$ cat src/rtl/vga_scan_out.sv
// VGA raster timing generator and DAC output stage with PIPE_LAT-deep sync/blank alignment.
// Optional colour-bar test pattern is enabled by defining VGA_SCAN_TEST_PATTERN_EN.
module vga_scan_out #(
  parameter int unsigned H_ACTIVE = 640,
  parameter int unsigned H_FP     = 16,
  parameter int unsigned H_SYNC   = 96,
  parameter int unsigned H_BP     = 48,
  parameter int unsigned V_ACTIVE = 480,
  parameter int unsigned V_FP     = 10,
  parameter int unsigned V_SYNC   = 2,
  parameter int unsigned V_BP     = 33,
  parameter int unsigned PIPE_LAT = 0
) (
  input  logic        iCLK,
  input  logic        iRST_N,
  input  logic        iEN,
`ifdef VGA_SCAN_TEST_PATTERN_EN
  input  logic        iPatSel,
`endif
  output logic [12:0] oCol,
  output logic [12:0] oRow,
  output logic        oActive,
  output logic        oFrameStart,
  input  logic [7:0]  iR,
  input  logic [7:0]  iG,
  input  logic [7:0]  iB,
  output logic [7:0]  oVGA_R,
  output logic [7:0]  oVGA_G,
  output logic [7:0]  oVGA_B,
  output logic        oVGA_HS,
  output logic        oVGA_VS,
  output logic        oVGA_BLANK_N,
  output logic        oVGA_SYNC_N
);

  localparam int unsigned CNT_W   = 13;
  localparam int unsigned H_TOTAL = H_ACTIVE + H_FP + H_SYNC + H_BP;
  localparam int unsigned V_TOTAL = V_ACTIVE + V_FP + V_SYNC + V_BP;

  localparam logic [CNT_W-1:0] H_ACT    = CNT_W'(H_ACTIVE);
  localparam logic [CNT_W-1:0] H_SYNC_S = CNT_W'(H_ACTIVE + H_FP);
  localparam logic [CNT_W-1:0] H_SYNC_E = CNT_W'(H_ACTIVE + H_FP + H_SYNC);
  localparam logic [CNT_W-1:0] H_LAST   = CNT_W'(H_TOTAL - 1);
  localparam logic [CNT_W-1:0] V_ACT    = CNT_W'(V_ACTIVE);
  localparam logic [CNT_W-1:0] V_SYNC_S = CNT_W'(V_ACTIVE + V_FP);
  localparam logic [CNT_W-1:0] V_SYNC_E = CNT_W'(V_ACTIVE + V_FP + V_SYNC);
  localparam logic [CNT_W-1:0] V_LAST   = CNT_W'(V_TOTAL - 1);

  // Delay-line word: {[col[9:7]], blank_n, vs, hs}
  localparam int unsigned B_HS  = 0;
  localparam int unsigned B_VS  = 1;
  localparam int unsigned B_BN  = 2;
`ifdef VGA_SCAN_TEST_PATTERN_EN
  localparam int unsigned B_BAR = 3;
  localparam int unsigned DLY_W = 6;
`else
  localparam int unsigned DLY_W = 3;
`endif
  localparam logic [DLY_W-1:0] DLY_RST = DLY_W'(3'b011);

  logic [CNT_W-1:0] r_h_cnt;
  logic [CNT_W-1:0] r_v_cnt;
  logic             w_hs_raw;
  logic             w_vs_raw;
  logic [DLY_W-1:0] w_raw;
  logic [DLY_W-1:0] w_dly;
  logic [7:0]       w_r;
  logic [7:0]       w_g;
  logic [7:0]       w_b;

  // Raster counters; v advances on h wrap
  always_ff @(posedge iCLK or negedge iRST_N) begin
    if (!iRST_N) begin
      r_h_cnt <= '0;
      r_v_cnt <= '0;
    end else if (iEN) begin
      if (r_h_cnt == H_LAST) begin
        r_h_cnt <= '0;
        r_v_cnt <= (r_v_cnt == V_LAST) ? '0 : r_v_cnt + CNT_W'(1);
      end else begin
        r_h_cnt <= r_h_cnt + CNT_W'(1);
      end
    end
  end

  assign oCol        = r_h_cnt;
  assign oRow        = r_v_cnt;
  assign oActive     = (r_h_cnt < H_ACT) && (r_v_cnt < V_ACT);
  assign oFrameStart = (r_h_cnt == '0) && (r_v_cnt == '0);
  assign oVGA_SYNC_N = 1'b0;

  assign w_hs_raw = !((r_h_cnt >= H_SYNC_S) && (r_h_cnt < H_SYNC_E));
  assign w_vs_raw = !((r_v_cnt >= V_SYNC_S) && (r_v_cnt < V_SYNC_E));

`ifdef VGA_SCAN_TEST_PATTERN_EN
  assign w_raw = {r_h_cnt[9:7], oActive, w_vs_raw, w_hs_raw};
`else
  assign w_raw = {oActive, w_vs_raw, w_hs_raw};
`endif

  // Flags ride a PIPE_LAT-deep shift register so they meet the returning pixel
  generate
    if (PIPE_LAT == 0) begin : g_no_dly
      assign w_dly = w_raw;
    end else begin : g_dly
      localparam int unsigned SR_W = PIPE_LAT * DLY_W;
      logic [SR_W-1:0] r_sr;

      always_ff @(posedge iCLK or negedge iRST_N) begin
        if (!iRST_N) begin
          r_sr <= {PIPE_LAT{DLY_RST}};
        end else if (iEN) begin
          r_sr <= SR_W'({r_sr, w_raw});
        end
      end

      assign w_dly = r_sr[SR_W-1 -: DLY_W];
    end
  endgenerate

  // Colour select; blanking overrides both pixel and pattern sources
  always_comb begin
    w_r = '0;
    w_g = '0;
    w_b = '0;
    if (w_dly[B_BN]) begin
`ifdef VGA_SCAN_TEST_PATTERN_EN
      if (iPatSel) begin
        case (w_dly[B_BAR +: 3])
          3'd0: begin w_r = 8'hFF; w_g = 8'hFF; w_b = 8'hFF; end
          3'd1: begin w_r = 8'hFF; w_g = 8'hFF; w_b = 8'h00; end
          3'd2: begin w_r = 8'h00; w_g = 8'hFF; w_b = 8'hFF; end
          3'd3: begin w_r = 8'h00; w_g = 8'hFF; w_b = 8'h00; end
          3'd4: begin w_r = 8'hFF; w_g = 8'h00; w_b = 8'hFF; end
          default: begin w_r = 8'h00; w_g = 8'h00; w_b = 8'h00; end
        endcase
      end else begin
        w_r = iR;
        w_g = iG;
        w_b = iB;
      end
`else
      w_r = iR;
      w_g = iG;
      w_b = iB;
`endif
    end
  end

  // DAC output register
  always_ff @(posedge iCLK or negedge iRST_N) begin
    if (!iRST_N) begin
      oVGA_R       <= '0;
      oVGA_G       <= '0;
      oVGA_B       <= '0;
      oVGA_HS      <= 1'b1;
      oVGA_VS      <= 1'b1;
      oVGA_BLANK_N <= 1'b0;
    end else if (iEN) begin
      oVGA_R       <= w_r;
      oVGA_G       <= w_g;
      oVGA_B       <= w_b;
      oVGA_HS      <= w_dly[B_HS];
      oVGA_VS      <= w_dly[B_VS];
      oVGA_BLANK_N <= w_dly[B_BN];
    end
  end

endmodule
$ cat config.mk
export PLATFORM = sky130hd
export DESIGN_NAME = vga_scan_out
export DESIGN_NICKNAME = d
export VERILOG_FILES = /design/src/rtl/vga_scan_out.sv
export SDC_FILE = /design/constraint.sdc
export NUM_CORES = 1
export LEC_CHECK = 0
export CAP_MARGIN = 10
export CELL_PAD_IN_SITES_DETAIL_PLACEMENT = 0
export CELL_PAD_IN_SITES_GLOBAL_PLACEMENT = 2
export CORE_ASPECT_RATIO = 1.25
export CORE_MARGIN = 3
export CORE_UTILIZATION = 25
export DETAILED_ROUTE_END_ITERATION = 16
export PLACE_DENSITY_LB_ADDON = 0.2
export SYNTH_ARGS = -nofsm -noshare
export SYNTH_HDL_FRONTEND = slang
export SYNTH_SLANG_ARGS = --single-unit
$ cat constraint.sdc
create_clock -name iCLK -period 2.2 [get_ports iCLK]
set_clock_uncertainty 0.05 [all_clocks]
set_input_delay 0.66 -clock iCLK [delete_from_list [all_inputs] [get_ports iCLK]]
set_output_delay 0.66 -clock iCLK [all_outputs]
set_load 0.02 [all_outputs]
==> results of run 1 <==
[power breakdown]
group / internal [uW] / switching (uW)
sequential: 1020 / 36.0
combinational: 266 / 284
clock: 424 / 354
total: 1710 / 674
[timing repair]
action / CTS / global route
pin swaps: 7 / 3
gates resized for setup: 24 / 8
endpoints found under the setup margin: 9 / 8
setup buffers: 1 / 4
hold buffers: 0 / 0
[state kept, by name, summed over array words and instances (netlist names)]
name,cells
oCol,13
oRow,13
oVGA_B,8
oVGA_BLANK_N,1
oVGA_G,8
oVGA_HS,1
oVGA_R,8
oVGA_VS,1
[worst max path at each step]
| stage | end | cells after the start |
|---|---|---|
| 4_1_cts | oFrameStart | 5 |
| 5_1_grt | oFrameStart | 5 |
| 6_report | oFrameStart | 5 |
| 3_5_place_dp | oFrameStart | 5 |
| 3_3_place_gp | oFrameStart | 5 |
| 2_1_floorplan | oFrameStart | 4 |
[routing by layer]
| layer | track usage, % | routed length (um) |
|---|---|---|
| met3 | 2.83 | 274 |
| met4 | 4.07 | 61 |
| met5 | 0 | 0 |
| met1 | 18.6 | 3610 |
| met2 | 22.3 | 4000 |
[cells in the final DEF, fill, tap and decap left out, types with 4 or more instances in the layout]
master	count
nor2_1	8
and4_1	6
mux2i_1	7
dfrtp_1	51
nand4_1	15
buf_4	46
nand2_1	33
dlymetal6s2s_1	4
o21ai_0	5
inv_1	31
nor3_1	5
and3_1	5
o22ai_1	24
and2_1	4
buf_6	5
clkdlybuf4s50_1	72
nand3_1	14
xnor2_1	8
clkbuf_16	5
ha_1	4
a21oi_1	7
[Yosys cell counts (2+ instances only)]
library cell / instances
dfrtp_1: 51
inv_1: 33
nand2_1: 33
o22ai_1: 24
clkbuf_1: 17
nand4_1: 15
nand3_1: 14
nor2_1: 8
xnor2_1: 8
a21oi_1: 7
mux2i_1: 7
nor3_1: 7
and4_1: 6
o21ai_0: 6
and3_1: 5
and2_1: 4
ha_1: 4
nor4_1: 4
a22o_1: 3
xor2_1: 3
a21o_1: 2
a41oi_1: 2
dfstp_2: 2
mux2_2: 2
nand2b_1: 2
nor2b_1: 2
[final cells by class]
cell class / count / area share [%]
Timing Repair Buffer: 130 / 29.3
Clock inverter: 1 / 0.183
Multi-Input combinational cell: 177 / 28.0
Sequential cell: 53 / 32.3
Inverter: 33 / 3.01
Clock buffer: 7 / 3.23
Tap cell: 129 / 3.93
[logic make-up after synthesis]
| group | count (synthesis) | synth area share, % |
|---|---|---|
| AO/OA/AOI/OAI | 45 | 10.7 |
| XOR/XNOR | 11 | 3.67 |
| adder cells (fa/ha/maj) | 4 | 1.90 |
| buffers and inverters | 52 | 7.62 |
| flip-flops | 53 | 50.6 |
| multiplexers | 9 | 3.52 |
| other | 1 | 0.143 |
| AND/OR/NAND/NOR | 107 | 21.9 |
[per-stage QoR]
| step | worst slack [ps] | instances | hold WS (ps) | setup TNS [ps] | cell area [um^2] |
|---|---|---|---|---|---|
| final | -89.0 | 530 | 301 | -168 | 4110 |
| after global routing | -167 | 530 | 329 | -516 | 4110 |
| after CTS | -120 | 526 | 315 | -280 | 4070 |
| after detailed placement | -374 | 517 | 442 | -1320 | 3860 |
| after global placement | -363 | 517 | 441 | -1370 | 3860 |
| after floorplan | -20.8 | 282 | 314 | -20.8 | 2630 |
==> results by group, run 1 <==
Outcome
  – Status: finished, violations left
  – Failing checks: setup timing

Critical path
  – CP Capture Type: primary output
  – Crit path buf inv count: 2
  – Slack of the worst reg-to-reg path: -40 ps
  – Worst r2r dst: oRow[10]$_DFFE_PN0P_
  – CP max stage delay: 390 ps
  – Critical Path Slowest Stage Cell: dfrtp_1
  – Worst-path cell chain: nor4_2 -> buf_4 -> nand4_1 -> nor3_4 -> buf_6
  – CP arrival: 1580 ps
  – CP Launch Point: oRow[6]$_DFFE_PN0P_
  – R2r startpoint: oCol[7]$_DFFE_PN0P_
  – Worst setup SP type: flip-flop
  – Critical path's top delay family: simple AND/OR/NAND/NOR gates
  – R2r worst-path depth: 5
  – Critical path class: flip-flop to primary output
  – Critical path peak fanout: 2
  – Worst path required time: 1490 ps

STA
  – Maximum clock rate: 0.437 GHz
  – Fin crit share: 104%
  – Crit path time final: 2290 ps
  – Final worst slack: -89.0 ps
  – Setup Viol. Count Final: 3
  – Max Slew Vio Count: 0
  – Final Hold Violating Endpoints: 0
  – Unrepaired setup endpoints after global routing: true

Logic synthesis
  – Largest area contributor in the netlist: dfrtp_1
  – Synth top area share: 48.6%
  – Cell variety after synth: 37
  – Mean post-synth cell area: 9.32 um^2
  – YS warnings: 0
  – Cells after synthesis: 282
  – Sequential area share after synthesis: 50.6%
  – EDFF count, synth: 0
  – Post-Syn Area: 2630 um^2
  – Post-synth ARST share: 100%
  – Syn Nets: 313
  – Largest cells by area after synthesis: dfrtp_1 (49%), o22ai_1 (5.7%), inv_1 (4.7%), nand2_1 (4.7%), nand4_1 (3.6%)
  – Synthesized flop and latch total: 53
  – Post-synth top flop: dfrtp_1

Route
  – ANT nets after route: 0
  – DRC Markers: 0
  – Final WL: 7940 um
  – Vias/cell: 4.65
  – DR iter-0 viols: 76
  – DR pass1 iterations: 4
  – DR WL/cell: 15.0 um
  – Total number of vias: 2463

Die
  – Core ar.: 10200 um^2
  – Die width: 97.7 um
  – Initial Utilization: 25.9%
  – # rows: 41
  – Die area: 11800 um^2
  – Die height: 121 um
  – I/O pins: 83

GRT
  – Gr ovfl total: 0
  – Initial antenna violation count: 0
  – Number of global-route vias before repair: 2382
  – Tot GR Track Use: 13.8%
  – First-pass GRT wire length: 13100 um
  – Largest net degree at the start of global routing: 54

Placement
  – Dpl hpwl: 5740 um
  – Final RePlAce weighted congestion: 0.775
  – Port bufs: 81

CTS
  – Clk buf depth: 2
  – Clock sink count: 53
  – Clk root buf: clkbuf_16
  – Clock tree from TritonCTS: done
  – Later-pin clock latency in the skew report: 290 ps
  – Num CTS Buffers: 5
  – Depth of the CTS H-tree: 2
  – Clk slew on worst S/H paths: 70 ps

Final layout
  – Final nets: 431
  – Layout area overhead: 56.4%
  – Fill cell count: 1041
  – Ratio of cells with drive above 1 in the final layout: 18.7%
  – Util after Layout: 40.5%
  – # diodes: 0
  – Multi-input gate area: 1150 um^2
  – FF+latch area: 1330 um^2

Run
  – Number of max-capacitance violations reported: 0

Power
  – Pleak: 0.00181 uW
  – Max VDD drop: 0.000384 V
  – Pwr dens: 581 nW/um^2
  – Power Total: 2390 uW

Min path
  – Worst hold path class: input pin to async pin
(Power assumes the default switching activity.)
==> inputs of run 2 (changes only) <==
--- a/config.mk
+++ b/config.mk
@@ -13,6 +13,7 @@
 export CORE_UTILIZATION = 25
 export DETAILED_ROUTE_END_ITERATION = 16
 export PLACE_DENSITY_LB_ADDON = 0.2
+export SLEW_MARGIN = 20
 export SYNTH_ARGS = -nofsm -noshare
 export SYNTH_HDL_FRONTEND = slang
 export SYNTH_SLANG_ARGS = --single-unit
==> results of run 2 <==
No change in the layout: final DEF, timing and power equal those of run 1.
